==> src/rtl/fifo_rd_adapter_pkg.sv <==
// Shared types and sizing for the FIFO read-side adapter.
package fifo_rd_adapter_pkg;

  localparam int BUF_DEPTH = 2;

  typedef logic [1:0] occ_t;
  typedef logic       ptr_t;

endpackage

==> src/rtl/fifo_rd_adapter_buf.sv <==
// Two-entry prefetch register buffer with head/tail pointers and occupancy count.
module fifo_rd_adapter_buf
  import fifo_rd_adapter_pkg::*;
#(
  parameter int WIDTH = 32
) (
  input  logic             clk_i,
  input  logic             rst_i,
  input  logic             clr_i,
  input  logic             push_i,
  input  logic [WIDTH-1:0] push_data_i,
  input  logic             pop_i,
  output logic [WIDTH-1:0] head_data_o,
  output logic [1:0]       occ_o
);

  logic [WIDTH-1:0] mem_q [BUF_DEPTH];
  ptr_t             head_q, head_d;
  ptr_t             tail_q, tail_d;
  occ_t             occ_q, occ_d;

  // Clear wins over push/pop so a beat landing in a flush cycle is dropped.
  always_comb begin
    head_d = head_q;
    tail_d = tail_q;
    occ_d  = occ_q;
    if (clr_i) begin
      head_d = 1'b0;
      tail_d = 1'b0;
      occ_d  = '0;
    end else begin
      if (push_i) tail_d = ~tail_q;
      if (pop_i)  head_d = ~head_q;
      occ_d = occ_q + {1'b0, push_i} - {1'b0, pop_i};
    end
  end

  always_ff @(posedge clk_i or posedge rst_i) begin
    if (rst_i) begin
      head_q <= 1'b0;
      tail_q <= 1'b0;
      occ_q  <= '0;
    end else begin
      head_q <= head_d;
      tail_q <= tail_d;
      occ_q  <= occ_d;
    end
  end

  always_ff @(posedge clk_i) begin
    if (push_i && !clr_i) mem_q[tail_q] <= push_data_i;
  end

  assign head_data_o = mem_q[head_q];
  assign occ_o       = occ_q;

endmodule

==> src/rtl/fifo_rd_adapter.sv <==
// Drains a synchronous FIFO into a valid/ready stream through a 2-entry prefetch buffer.
// Optional macro FIFO_RD_ADAPTER_LOOKAHEAD_EN lets a same-cycle pop free a read credit.
module fifo_rd_adapter
  import fifo_rd_adapter_pkg::*;
#(
  parameter int WIDTH = 32
) (
  input  logic             clk_i,
  input  logic             rst_i,
  input  logic             flush_i,
  input  logic [WIDTH-1:0] fifo_rdata_i,
  input  logic             fifo_empty_i,
  output logic             fifo_rd_en_o,
  output logic [WIDTH-1:0] m_data_o,
  output logic             m_valid_o,
  input  logic             m_ready_i,
  output logic [1:0]       occupancy_o
);

  // Stream handshake: a beat transfers on a rising edge where m_valid_o && m_ready_i;
  // once raised, m_valid_o and m_data_o hold until that transfer (flush/reset excepted).

  logic       infl_q, infl_d;
  occ_t       occ;
  logic       pop;
  logic       credit_ok;
  logic [2:0] owed;

  assign m_valid_o = (occ != 2'd0);
  assign pop       = m_valid_o && m_ready_i;
  assign owed      = {1'b0, occ} + {2'b00, infl_q};

`ifdef FIFO_RD_ADAPTER_LOOKAHEAD_EN
  assign credit_ok = (owed - {2'b00, pop}) < 3'd2;
`else
  assign credit_ok = owed < 3'd2;
`endif

  assign fifo_rd_en_o = !fifo_empty_i && !flush_i && !rst_i && credit_ok;
  assign infl_d       = fifo_rd_en_o;

  always_ff @(posedge clk_i or posedge rst_i) begin
    if (rst_i) infl_q <= 1'b0;
    else       infl_q <= infl_d;
  end

  fifo_rd_adapter_buf #(.WIDTH(WIDTH)) u_buf (
    .clk_i       (clk_i),
    .rst_i       (rst_i),
    .clr_i       (flush_i),
    .push_i      (infl_q),
    .push_data_i (fifo_rdata_i),
    .pop_i       (pop),
    .head_data_o (m_data_o),
    .occ_o       (occ)
  );

  assign occupancy_o = occ;

endmodule
==> config.mk <==
export PLATFORM = sky130hd
export DESIGN_NAME = fifo_rd_adapter
export DESIGN_NICKNAME = d
export VERILOG_FILES = /design/src/rtl/fifo_rd_adapter_pkg.sv /design/src/rtl/fifo_rd_adapter_buf.sv /design/src/rtl/fifo_rd_adapter.sv
export SDC_FILE = /design/constraint.sdc
export NUM_CORES = 1
export LEC_CHECK = 0
export CORE_MARGIN = 2
export CORE_UTILIZATION = 47
export CTS_CLUSTER_DIAMETER = 40
export DETAILED_ROUTE_END_ITERATION = 7
export PLACE_DENSITY = 0.9
export RECOVER_POWER = 25
export SYNTH_ARGS = -nofsm -noshare
export SYNTH_HDL_FRONTEND = slang
export SYNTH_SLANG_ARGS = --single-unit
==> constraint.sdc <==
create_clock -name clk_i -period 3.89 [get_ports clk_i]
set_input_delay 0.389 -clock clk_i [delete_from_list [all_inputs] [get_ports clk_i]]
set_output_delay 0.389 -clock clk_i [all_outputs]
set_load 0.02 [all_outputs]
# Yosys cells after proc, flatten, opt, wreduce, memory -nomap -nowiden
# Memories as Yosys holds them, arrays and structs flattened.
# Index checks and enable logic that the tools add are counted.
# word_totals
regBits,5
ram_bits,64
in_bits,37
out_inout_bits,36
wordCells,29
memories,1
# op_classes
add_sub_neg,3
magnitude_cmp,1
mux,7
n_bitwise,2
reduce_logical,11
# mem_list
name,depth,width,read_ports,rd_ports_with_merged_regs,write_ports,line,source
u_buf.mem_q,2,32,1,0,1,fifo_rd_adapter_buf.sv:17,logic [WIDTH-1:0] mem_q [BUF_DEPTH];
# ops
operator,n
2-to-1 mux 1 bit,6
nonzero test 2 bit,3
logical AND 1 bit,5
adder 2 x 1 -> 3 bit,1
logical NOT 1 bit,3
less-than comparator 3 x 2 -> 1 bit (second input constant),1
adder 2 x 1 -> 2 bit,1
2-to-1 mux 2 bit,1
NOT 1 bit,2
subtractor 2 x 1 -> 2 bit,1

# Longest topological paths before layout
# Gate-level depths: netlist of the first run.
# logic_depth
ltp_word,4
mapped_depth,6
mapped_depth_nobuf,6

# By module
# Synthesis of the first run repeated with hierarchy kept, for this count alone.
# hier_totals
cells_unflattened,124
area_unflattened_um2,2726.4
# modules_own_cells
module,n_inst,cells_each,area_per_inst_um2,seq_area_each_um2
fifo_rd_adapter_buf,1,118,2672.6,2021.9
fifo_rd_adapter,1,6,53.8,25.0

# Worst setup path after synthesis of the first run
# OpenSTA, ideal clock, no wires.
# synth_path
path_type,flip-flop to flip-flop
startpoint,reg infl_q
endpoint,mem u_buf.mem_q[0][0] (enable)
setup_ps,468
t_arrival_ps,2807
required_ps,3422
path_slack_ps,615
path_stages_with_launch,2
path_buffers,0
cell_sequence,dfrtp_1 -> nor3b_1
# synth_via
elab_chain_len,3
# synth_rtl
element,line,source
from (decl),fifo_rd_adapter.sv:23,"logic infl_q, infl_d;"
from (signal assigned),fifo_rd_adapter.sv:44,else infl_q <= infl_d;
logical AND 1 bit,fifo_rd_adapter_buf.sv:51,if (push_i && !clr_i) mem_q[tail_q] <= push_data_i;
2-to-1 mux 1 bit,fifo_rd_adapter_buf.sv:51,
2-to-1 mux 1 bit (implied by the code),fifo_rd_adapter_buf.sv:51,
to (decl),fifo_rd_adapter_buf.sv:17,
# No other way between the ends.

# Final worst setup path of the first run
# layout_path
startpoint,in flush_i
endpoint,out fifo_rd_en_o
# layout_via
elab_chain_len,4
# layout_rtl
element,line,source
from (decl),fifo_rd_adapter.sv:10,"input logic flush_i,"
logical NOT 1 bit,fifo_rd_adapter.sv:39,assign fifo_rd_en_o = !fifo_empty_i && !flush_i && !rst_i && credit_ok;
logical AND 1 bit (3 in series),fifo_rd_adapter.sv:39,
to (decl),fifo_rd_adapter.sv:13,"output logic fifo_rd_en_o,"
# No other way between the ends.

==> results.txt, run 1 <==
Setup Viol. Count Final: 0
Final min period: 2.667 ns
Comb pwr share: 0.235
Synthesized Nets: 163
WL/cell: 16.60 um
P_leak: 1.235 nW
antenna-violating nets left: 0
top layer reached by signal wires: met4
clock power share: 0.300
min setup slack post-route: 1.223 ns
CTS Root Cell: clkbuf_8
DIE HEIGHT: 78.13 um
ant diodes: 0
first-pass GRT wire length: 7327 um
via count: 1362
initial DRC count: 59
CTS Sinks: 69
TritonCTS clock tree: built
DRC violations left: 0
# IOs: 73
vias in the first global route: 1511
PostCTS Resize Cnt: 0
WS Path Type: input pin to primary output
CTS Buffer Depth: 2
WP data required: 3.50 ns
sequential share of power: 0.465
Cell variety after synth: 19
# rows: 26
Worst Skew: 0.006841 ns
RSZ-0062 raised after global routing: false
routed length on met2: 2475 um
Post-CTS Hold Buffers: 0
Syn Area/Cell: 20.83 um^2
CP Launch Type: input pin
Congestion Overflow GR: 0
peak supply drop: 0.3845 mV
Slowest cell on crit path: clkdlybuf4s50_1
DRT met1 WL: 1914 um
Skew-Pair Late Insertion Delay: 0.33 ns
Clk pin slew, worst setup/hold paths: 0.07 ns
Worst Path Max Fanout: 8
critical path's largest stage delay: 0.64 ns
CP Cell Sequence: clkdlybuf4s50_1 -> or4_1 -> a21oi_1 -> clkdlybuf4s50_1
HP Class: input pin to async pin
DIE WIDTH: 78.13 um
CTS Buf Count: 9
Routability Congestion: 0.7520
Setup WS pre-CTS: 1.228 ns
Synth Warn #: 0
post-synthesis cell area: 2582 um^2
P&R area growth vs syn: 39.00%
via-per-instance ratio: 4.864
design area: 3590 um^2
fin. max-slew vios: 0
crit share post-route: 0.6856
Syn Inst Count: 124
non-filler cells, final: 280
Initial Util: 0.4962
Post CTS Setup Buffer Count: 0
CP arrival: 2.28 ns
Port Buffer Count: 72
post-synthesis register bit count: 69
most used cell, CP: clkdlybuf4s50_1
# H-tree levels: 3
fill count: 353
Setup crit end kind: primary output
max-cap violations: 0
placed wire-length estimate: 3069 um
final hold vios: 0
Placed Instances: 264
post-synthesis sequential area ratio: 0.7926
sw frac: 0.2582
hold slack: 0.4086 ns
GRT Overall Usage: 0.1628
1st-pass router iterations: 4
Switch Pwr: 475.7 uW
met3 WL post-DR: 213 um
initial antenna violation count: 0
actual slew at the worst max-slew pin: 0.8209 ns
placed inst area: 3401 um^2
final wirelength: 4647 um
share of post-route cells with drive strength above 1: 0.2429
max_slew headroom: 0.4504
nets@finish: 244
pin count of the biggest net entering global routing: 33
Pint: 1.367 mW
FMAX: 375.0 MHz
Power Density: 513.2 nW/um^2
status: completed
Die ar.: 6104 um^2
final setup TNS: 0 ns
core box area: 5205 um^2
-- final timing paths --
path	start	endpoint	slack, ns	depth (start not counted)
worst max-delay path	flush_i	fifo_rd_en_o	1.22	4
worst min-delay path	rst_i	infl_q$_DFF_PP0_	0.41	2
worst max register to register	infl_q$_DFF_PP0_	u_buf.mem_q[0][13]$_DFFE_PP_	2.17	2
worst min register to register	u_buf.occ_o[0]$_DFF_PP0_	infl_q$_DFF_PP0_	0.56	1
max in group asynchronous	rst_i	u_buf.tail_q$_DFFE_PP0P_	3.31	2
min in group clk_i	u_buf.occ_o[0]$_DFF_PP0_	infl_q$_DFF_PP0_	0.56	1
-- registers in the layout (all words and copies together) (netlist names) --
name / flops
u_buf.mem_q: 64
u_buf.occ_o: 2
infl_q: 1
u_buf.head_q: 1
u_buf.tail_q: 1
-- worst max-delay path: cells and delay by family --
kind	cells	cell delay, ns
simple gates	1	0.55
buf+inv	2	1.17
compound gates	1	0.17
-- cell families after synthesis --
logic type               after synthesis  share of synthesized area
XOR/XNOR                               2                    0.01211
AND/OR/NAND/NOR                        9                    0.02374
buffers and inverters                  7                    0.01308
adder cells (fa/ha/maj)                2                   0.009688
flip-flops                            69                     0.7926
AO/OA/AOI/OAI                          2                   0.004844
multiplexers                          33                     0.1439
-- per-stage QoR --
| stage | power (mW) | util |
|---|---|---|
| after floorplan | 1.118 | - |
| after global placement | 1.305 | 0.6534 |
| after global routing | 1.910 | 0.6897 |
| final | 1.842 | 0.6897 |
| after CTS | 1.860 | 0.6897 |
| after detailed placement | 1.312 | 0.6534 |
-- final cells by class --
type / instances / area (um^2) / share of cell area
flip-flops and latches: 69 / 2047 / 0.5702
repair buffers: 74 / 748.2 / 0.2084
multi-input cells: 48 / 506.7 / 0.1412
clock buffers: 9 / 123.9 / 0.03451
well taps: 70 / 87.58 / 0.02440
clock inverters: 7 / 65.06 / 0.01812
inverters: 3 / 11.26 / 0.003137
-- layer usage --
layer,up-vias,track usage
met5,-,0
met3,4,0.03908
met2,48,0.2974
met1,671,0.1810
met4,0,0.06842
li1,639,-
-- synthesized netlist by cell type, drive strengths merged --
cell type	count	share of area
ha	2	0.0097
and3b	1	0.0039
xnor2	1	0.0034
nor2	3	0.0044
and2b	2	0.0073
xnor3	1	0.0087
a21oi	1	0.0019
edfxtp	64	0.74
o21a	1	0.0029
nor3b	1	0.0029
or2	1	0.0024
mux2	33	0.14
or4	1	0.0029
buf	4	0.0087
inv	3	0.0044
dfrtp	5	0.048
-- power by group through the flow --
stage / registers (mW) / logic (mW) / clock network, mW
5_1_grt: 0.861 / 0.457 / 0.592
3_3_place_gp: 0.873 / 0.432 / 0
6_report: 0.857 / 0.432 / 0.553
2_1_floorplan: 0.871 / 0.246 / 0
4_1_cts: 0.858 / 0.441 / 0.561
3_5_place_dp: 0.874 / 0.438 / 0
-- layout by cell type, fill, tap and decap left out, drive strengths merged --
cell | Yosys | layout
edfxtp | 64 | 64
clkdlybuf4s50 | 0 | 52
mux2 | 33 | 33
dlygate4sd3 | 0 | 20
clkbuf | 0 | 9
dfrtp | 5 | 5
inv | 3 | 4
nor2 | 3 | 3
clkinv | 0 | 3
ha | 2 | 2
clkinvlp | 0 | 2
and2b | 2 | 2
buf | 4 | 2
xnor2 | 1 | 1
o21a | 1 | 1
or4 | 1 | 1
a21oi | 1 | 1
and3b | 1 | 1
or2 | 1 | 1
xnor3 | 1 | 1
nor3b | 1 | 1
bufinv | 0 | 1
Note: power is estimated with default switching activity, not from simulation.
==> inputs of run 2 (changes only) <==
==> constraint.sdc (replaced) <==
create_clock -name clk_i -period 2.5 [get_ports clk_i]
set_input_delay 0.25 -clock clk_i [delete_from_list [all_inputs] [get_ports clk_i]]
set_output_delay 0.25 -clock clk_i [all_outputs]
set_load 0.02 [all_outputs]
==> run 2 against run 1 <==
Cell count increased by 0.71%. First-iteration DRC count increased by 14%. Combinational power increased by 59%. Sequential power increased by 54%. Die area unchanged. Critical endpoint unchanged.
==> results.txt, run 2 (synthesis results as in run 1) <==
RSZ-0062 raised after global routing: false
total power: 3.068 mW
Setup crit end kind: primary output
antenna-violating nets left: 0
via-per-instance ratio: 4.979
Clk pin slew, worst setup/hold paths: 0.07 ns
Setup Viol. Count Final: 0
status: completed
CP Launch Type: flop
Worst Path Max Fanout: 5
final wirelength: 4631 um
Power Density: 835.5 nW/um^2
Die ar.: 6104 um^2
R2R setup slack: 0.99 ns
first-pass GRT wire length: 7127 um
FF-to-FF Start: u_buf.occ_o[0]$_DFF_PP0_
final hold vios: 0
pin count of the biggest net entering global routing: 35
initial antenna violation count: 0
Port Buffer Count: 72
via count: 1404
core box area: 5205 um^2
ant diodes: 0
CTS Sinks: 69
Final min period: 2.316 ns
P_leak: 1.275 nW
vias in the first global route: 1483
WS Path Type: flop to primary output
Post CTS Setup Buffer Count: 0
HP Class: input pin to async pin
Switch Pwr: 735.9 uW
Comb pwr share: 0.224
PostCTS Resize Cnt: 0
Worst Reg-to-Reg Cells: 5
number of flip-flops under the largest register name: 64
Congestion Overflow GR: 0
Worst R2R End: u_buf.occ_o[0]$_DFF_PP0_
nets@finish: 246
# H-tree levels: 3
CP Cell Sequence: or4_1 -> a21oi_1 -> clkdlybuf4s50_1
Crit. path cell count: 3
WL/cell: 16.42 um
Skew-Pair Late Insertion Delay: 0.33 ns
CTS Root Cell: clkbuf_8
DRC violations left: 0
placed wire-length estimate: 3020 um
Pint: 2.332 mW
TritonCTS clock tree: built
CTS Buffer Depth: 2
Largest Register: u_buf.mem_q
Slowest cell on crit path: clkdlybuf4s50_1
Routability Congestion: 0.6676
fin. max-slew vios: 0
final setup TNS: 0 ns
GRT Overall Usage: 0.1600
WP data required: 2.25 ns
critical path's largest stage delay: 0.63 ns
Post-CTS Hold Buffers: 0
FMAX: 431.9 MHz
initial DRC count: 67
Initial Util: 0.4962
most frequent cells in the layout: edfxtp_1, clkdlybuf4s50_1, mux2_2, dlygate4sd3_1, clkbuf_8
max_slew headroom: 0.7052
1st-pass router iterations: 4
max-cap violations: 0
peak supply drop: 0.6260 mV
sw frac: 0.2398
CTS Buf Count: 9
P&R area growth vs syn: 42.20%
commonest non-fill, non-tap cell in the layout: edfxtp_1
CP arrival: 2.07 ns
clock power share: 0.346
DIE HEIGHT: 78.13 um
# IOs: 73
CP delay by family, top: buffers and inverters
share of post-route cells with drive strength above 1: 0.2547
actual slew at the worst max-slew pin: 0.4422 ns
crit share post-route: 0.9262
# rows: 26
sequential share of power: 0.431
DIE WIDTH: 78.13 um
Worst Skew: 0.006658 ns
Buf+Inv Stages, Crit Path: 1
## run 2: power groups by stage
stage	combinational (mW)	clock [mW]	sequential, mW
after floorplan	0.384	0	1.36
after global placement	0.685	0	1.34
after detailed placement	0.696	0	1.35
after CTS	0.702	1.08	1.32
after global routing	0.729	1.13	1.32
final	0.686	1.06	1.32
## run 2: area by class of cell
| class | count | area, um^2 |
|---|---|---|
| clock buffer | 9 | 123.9 |
| fill | 349 | 1533 |
| sequential | 69 | 2047 |
| tap | 70 | 87.58 |
| multi-input combinational | 48 | 513.0 |
| timing repair buffer | 76 | 775.7 |
| clock inverter | 7 | 113.9 |
| inverter | 3 | 11.26 |
## run 2: metrics by stage
stage	hold WS (ns)	cell area, um^2	worst slack (ns)	cells	util
final	0.2697	3672	0.1845	282	0.7055
after global routing	0.2925	3672	0.1100	282	0.7055
after CTS	0.1224	3672	0.1576	282	0.7055
after detailed placement	0.4983	3435	0.2233	266	0.6599
after global placement	0.4847	3435	0.2900	266	0.6599
after floorplan	0.02852	2587	0.3613	124	-
## run 2: worst max path at each step
| stage | to | slack, ns | startpoint |
|---|---|---|---|
| after CTS | fifo_rd_en_o | 0.16 | u_buf.occ_o[1]$_DFF_PP0_ |
| after floorplan | u_buf.mem_q[0][0]$_DFFE_PP_ | 0.36 | u_buf.tail_q$_DFFE_PP0P_ |
| after detailed placement | fifo_rd_en_o | 0.22 | flush_i |
| final | fifo_rd_en_o | 0.18 | u_buf.occ_o[1]$_DFF_PP0_ |
| after global placement | fifo_rd_en_o | 0.29 | flush_i |
| after global routing | fifo_rd_en_o | 0.11 | u_buf.occ_o[1]$_DFF_PP0_ |
## run 2: per-layer routing
layer | global-route usage | vias up | part of all wire
met1 | 0.1761 | 699 | 0.40
met2 | 0.2793 | 57 | 0.52
met5 | 0 | - | 0
li1 | - | 644 | -
met3 | 0.07471 | 4 | 0.072
met4 | 0.04211 | 0 | 0.0069
==> inputs of run 3 (changes only) <==
--- a/config.mk
+++ b/config.mk
@@ -5,11 +5,12 @@
 export SDC_FILE = /design/constraint.sdc
 export NUM_CORES = 1
 export LEC_CHECK = 0
+export ABC_AREA = 1
 export CORE_MARGIN = 2
 export CORE_UTILIZATION = 47
 export CTS_CLUSTER_DIAMETER = 40
 export DETAILED_ROUTE_END_ITERATION = 7
-export PLACE_DENSITY = 0.9
+export PLACE_DENSITY = 0.89
 export RECOVER_POWER = 25
 export SYNTH_ARGS = -nofsm -noshare
 export SYNTH_HDL_FRONTEND = slang
==> constraint.sdc (replaced) <==
create_clock -name clk_i -period 2.6 [get_ports clk_i]
set_input_delay 0.26 -clock clk_i [delete_from_list [all_inputs] [get_ports clk_i]]
set_output_delay 0.26 -clock clk_i [all_outputs]
set_load 0.02 [all_outputs]
==> run 3 against run 2 <==
Die area rose by 2.8%. Power fell by 1.3%. Sequential share of layout area rose by 0.67 points. Sequential power barely moved. Combinational power rose by 41%. Highest routed layer unchanged.
==> results.txt, run 3 <==
placed wire-length estimate: 3236 um
initial DRC count: 74
design area: 3628 um^2
core box area: 5473 um^2
Reg area: 2047 um^2
nets@finish: 325
actual slew at the worst max-slew pin: 0.3599 ns
# rows: 27
1st-pass router iterations: 4
crit share post-route: 0.8460
fin. max-slew vios: 0
RSZ-0062 raised after global routing: false
Final min period: 2.200 ns
pin count of the biggest net entering global routing: 34
Routability Congestion: 0.7361
ant diodes: 0
P&R area growth vs syn: 36.41%
area leader, netlist: edfxtp_1
FF-to-FF Start: u_buf.occ_o[1]$_DFF_PP0_
met3 Use GR: 0.05795
CTS Buf Count: 9
Synthesized Nets: 243
Setup crit end kind: primary output
most used routing layer: met2
final wirelength: 4676 um
Initial Util: 0.4861
DRC violations left: 0
WP data required: 2.34 ns
CP arrival: 1.94 ns
CTS Sinks: 69
area of the multi-input gates: 511.7 um^2
number of flip-flops under the largest register name: 64
Clk pin slew, worst setup/hold paths: 0.06 ns
antenna-violating nets left: 0
met2 usage: 0.2949
CTS Buffer Depth: 2
GRT met1 Usage: 0.1801
Post-synth top cells: nand2_1, edfxtp_1, nand2_2, inv_1
most frequent cell after synthesis: nand2_1
initial antenna violation count: 0
# H-tree levels: 3
PostCTS Resize Cnt: 0
final hold vios: 0
Largest Register: u_buf.mem_q
Setup Viol. Count Final: 0
Port Buffer Count: 72
Post CTS Setup Buffer Count: 0
max-cap violations: 0
peak supply drop: 0.4250 mV
via count: 1696
Synth Warn #: 0
Worst Path Max Fanout: 17
Power Density: 834.4 nW/um^2
fill count: 405
Worst Skew: 0.003294 ns
Worst R2R End: u_buf.occ_o[1]$_DFF_PP0_
# IOs: 73
R2R setup slack: 1.09 ns
Syn Inst Count: 204
via-per-instance ratio: 4.698
max_slew headroom: 0.7601
CP Launch Type: flop
Post-CTS Hold Buffers: 0
WL/cell: 12.95 um
Synth area leaders: edfxtp_1, nand2_1, dfrtp_1
GRT Overall Usage: 0.1669
Yosys top cell area share: 0.7225
placed inst area: 3460 um^2
share of post-route cells with drive strength above 1: 0.1003
Worst Reg-to-Reg Cells: 10
status: completed
TritonCTS clock tree: built
vias in the first global route: 1698
post-synthesis cell area: 2660 um^2
main flop type after synthesis: edfxtp_1
final setup TNS: 0 ns
commonest non-fill, non-tap cell in the layout: nand2_1
Congestion Overflow GR: 0
Post-synth ARST share: 0.07246
FMAX: 454.6 MHz
WS Path Type: flop to primary output
DIE HEIGHT: 79.23 um
post-synthesis register bit count: 69
Syn Area/Cell: 13.04 um^2
DIE WIDTH: 79.23 um
CTS Root Cell: clkbuf_8
P_leak: 1.422 nW
Post-synth EDFFs: 64
most frequent cells in the layout: nand2_1, edfxtp_1, clkdlybuf4s50_1, dlygate4sd3_1, nand2_2
post-synthesis sequential area ratio: 0.7695
Skew-Pair Late Insertion Delay: 0.33 ns
Cell variety after synth: 15
first-pass GRT wire length: 7603 um
HP Class: input pin to async pin
Die ar.: 6277 um^2
-- run 3: final cells by class --
cell class | instances | area share
sequential | 69 | 0.5641
timing repair buffer | 78 | 0.2110
multi-input combinational | 118 | 0.1410
clock buffer | 10 | 0.03517
tap | 72 | 0.02483
inverter | 10 | 0.01241
clock inverter | 4 | 0.01138
-- run 3: power breakdown --
part / internal, mW / switching [mW] / total [mW] / leakage, nW
logic: 0.423 / 0.543 / 0.966 / 0.692
registers: 1.26 / 0.0359 / 1.29 / 0.645
clock network: 0.423 / 0.346 / 0.769 / 0.0847
-- run 3: critical path, stage by stage (launching register included) --
cell	delay (ns)
dfrtp_1	0.56
buf_4	0.30
nand2_1	0.08
nand2_1	0.07
clkdlybuf4s50_1	0.59
-- run 3: logic make-up (layout without fill, tap and decap cells) --
logic type               count (synthesis)  after routing  share of synthesized area
adder cells (fa/ha/maj)                  2              2                   0.009406
AO/OA/AOI/OAI                            3              3                   0.006116
flip-flops                              69             69                     0.7695
AND/OR/NAND/NOR                        113            113                     0.1712
buffers and inverters                   17            102                    0.04374
-- run 3: worst max path at each step --
stage	startpoint	endpoint	slack (ns)	cells past startpoint
3_5_place_dp	flush_i	fifo_rd_en_o	0.58	5
4_1_cts	u_buf.head_q$_DFFE_PP0P_	m_data_o[7]	0.38	4
6_report	u_buf.head_q$_DFFE_PP0P_	m_data_o[6]	0.40	4
5_1_grt	u_buf.head_q$_DFFE_PP0P_	m_data_o[29]	0.27	4
2_1_floorplan	flush_i	u_buf.mem_q[1][0]$_DFFE_PP_	0.35	3
3_3_place_gp	flush_i	fifo_rd_en_o	0.65	5
-- run 3: through the flow --
step / total power, mW / worst slack [ns] / util / cells / hold WS [ns]
after floorplan: 1.886 / 0.3507 / - / 204 / 0.03852
after global placement: 2.280 / 0.6487 / 0.6321 / 347 / 0.4652
after detailed placement: 2.298 / 0.5755 / 0.6321 / 347 / 0.5011
after CTS: 3.064 / 0.3835 / 0.6630 / 361 / 0.1640
after global routing: 3.188 / 0.2726 / 0.6630 / 361 / 0.3186
final: 3.028 / 0.4003 / 0.6630 / 361 / 0.2977
-- run 3: routing by layer --
layer | wire length [um] | up-vias
met5 | 0 | -
met4 | 93 | 0
met3 | 278 | 11
met2 | 2446 | 52
met1 | 1856 | 790
li1 | - | 843
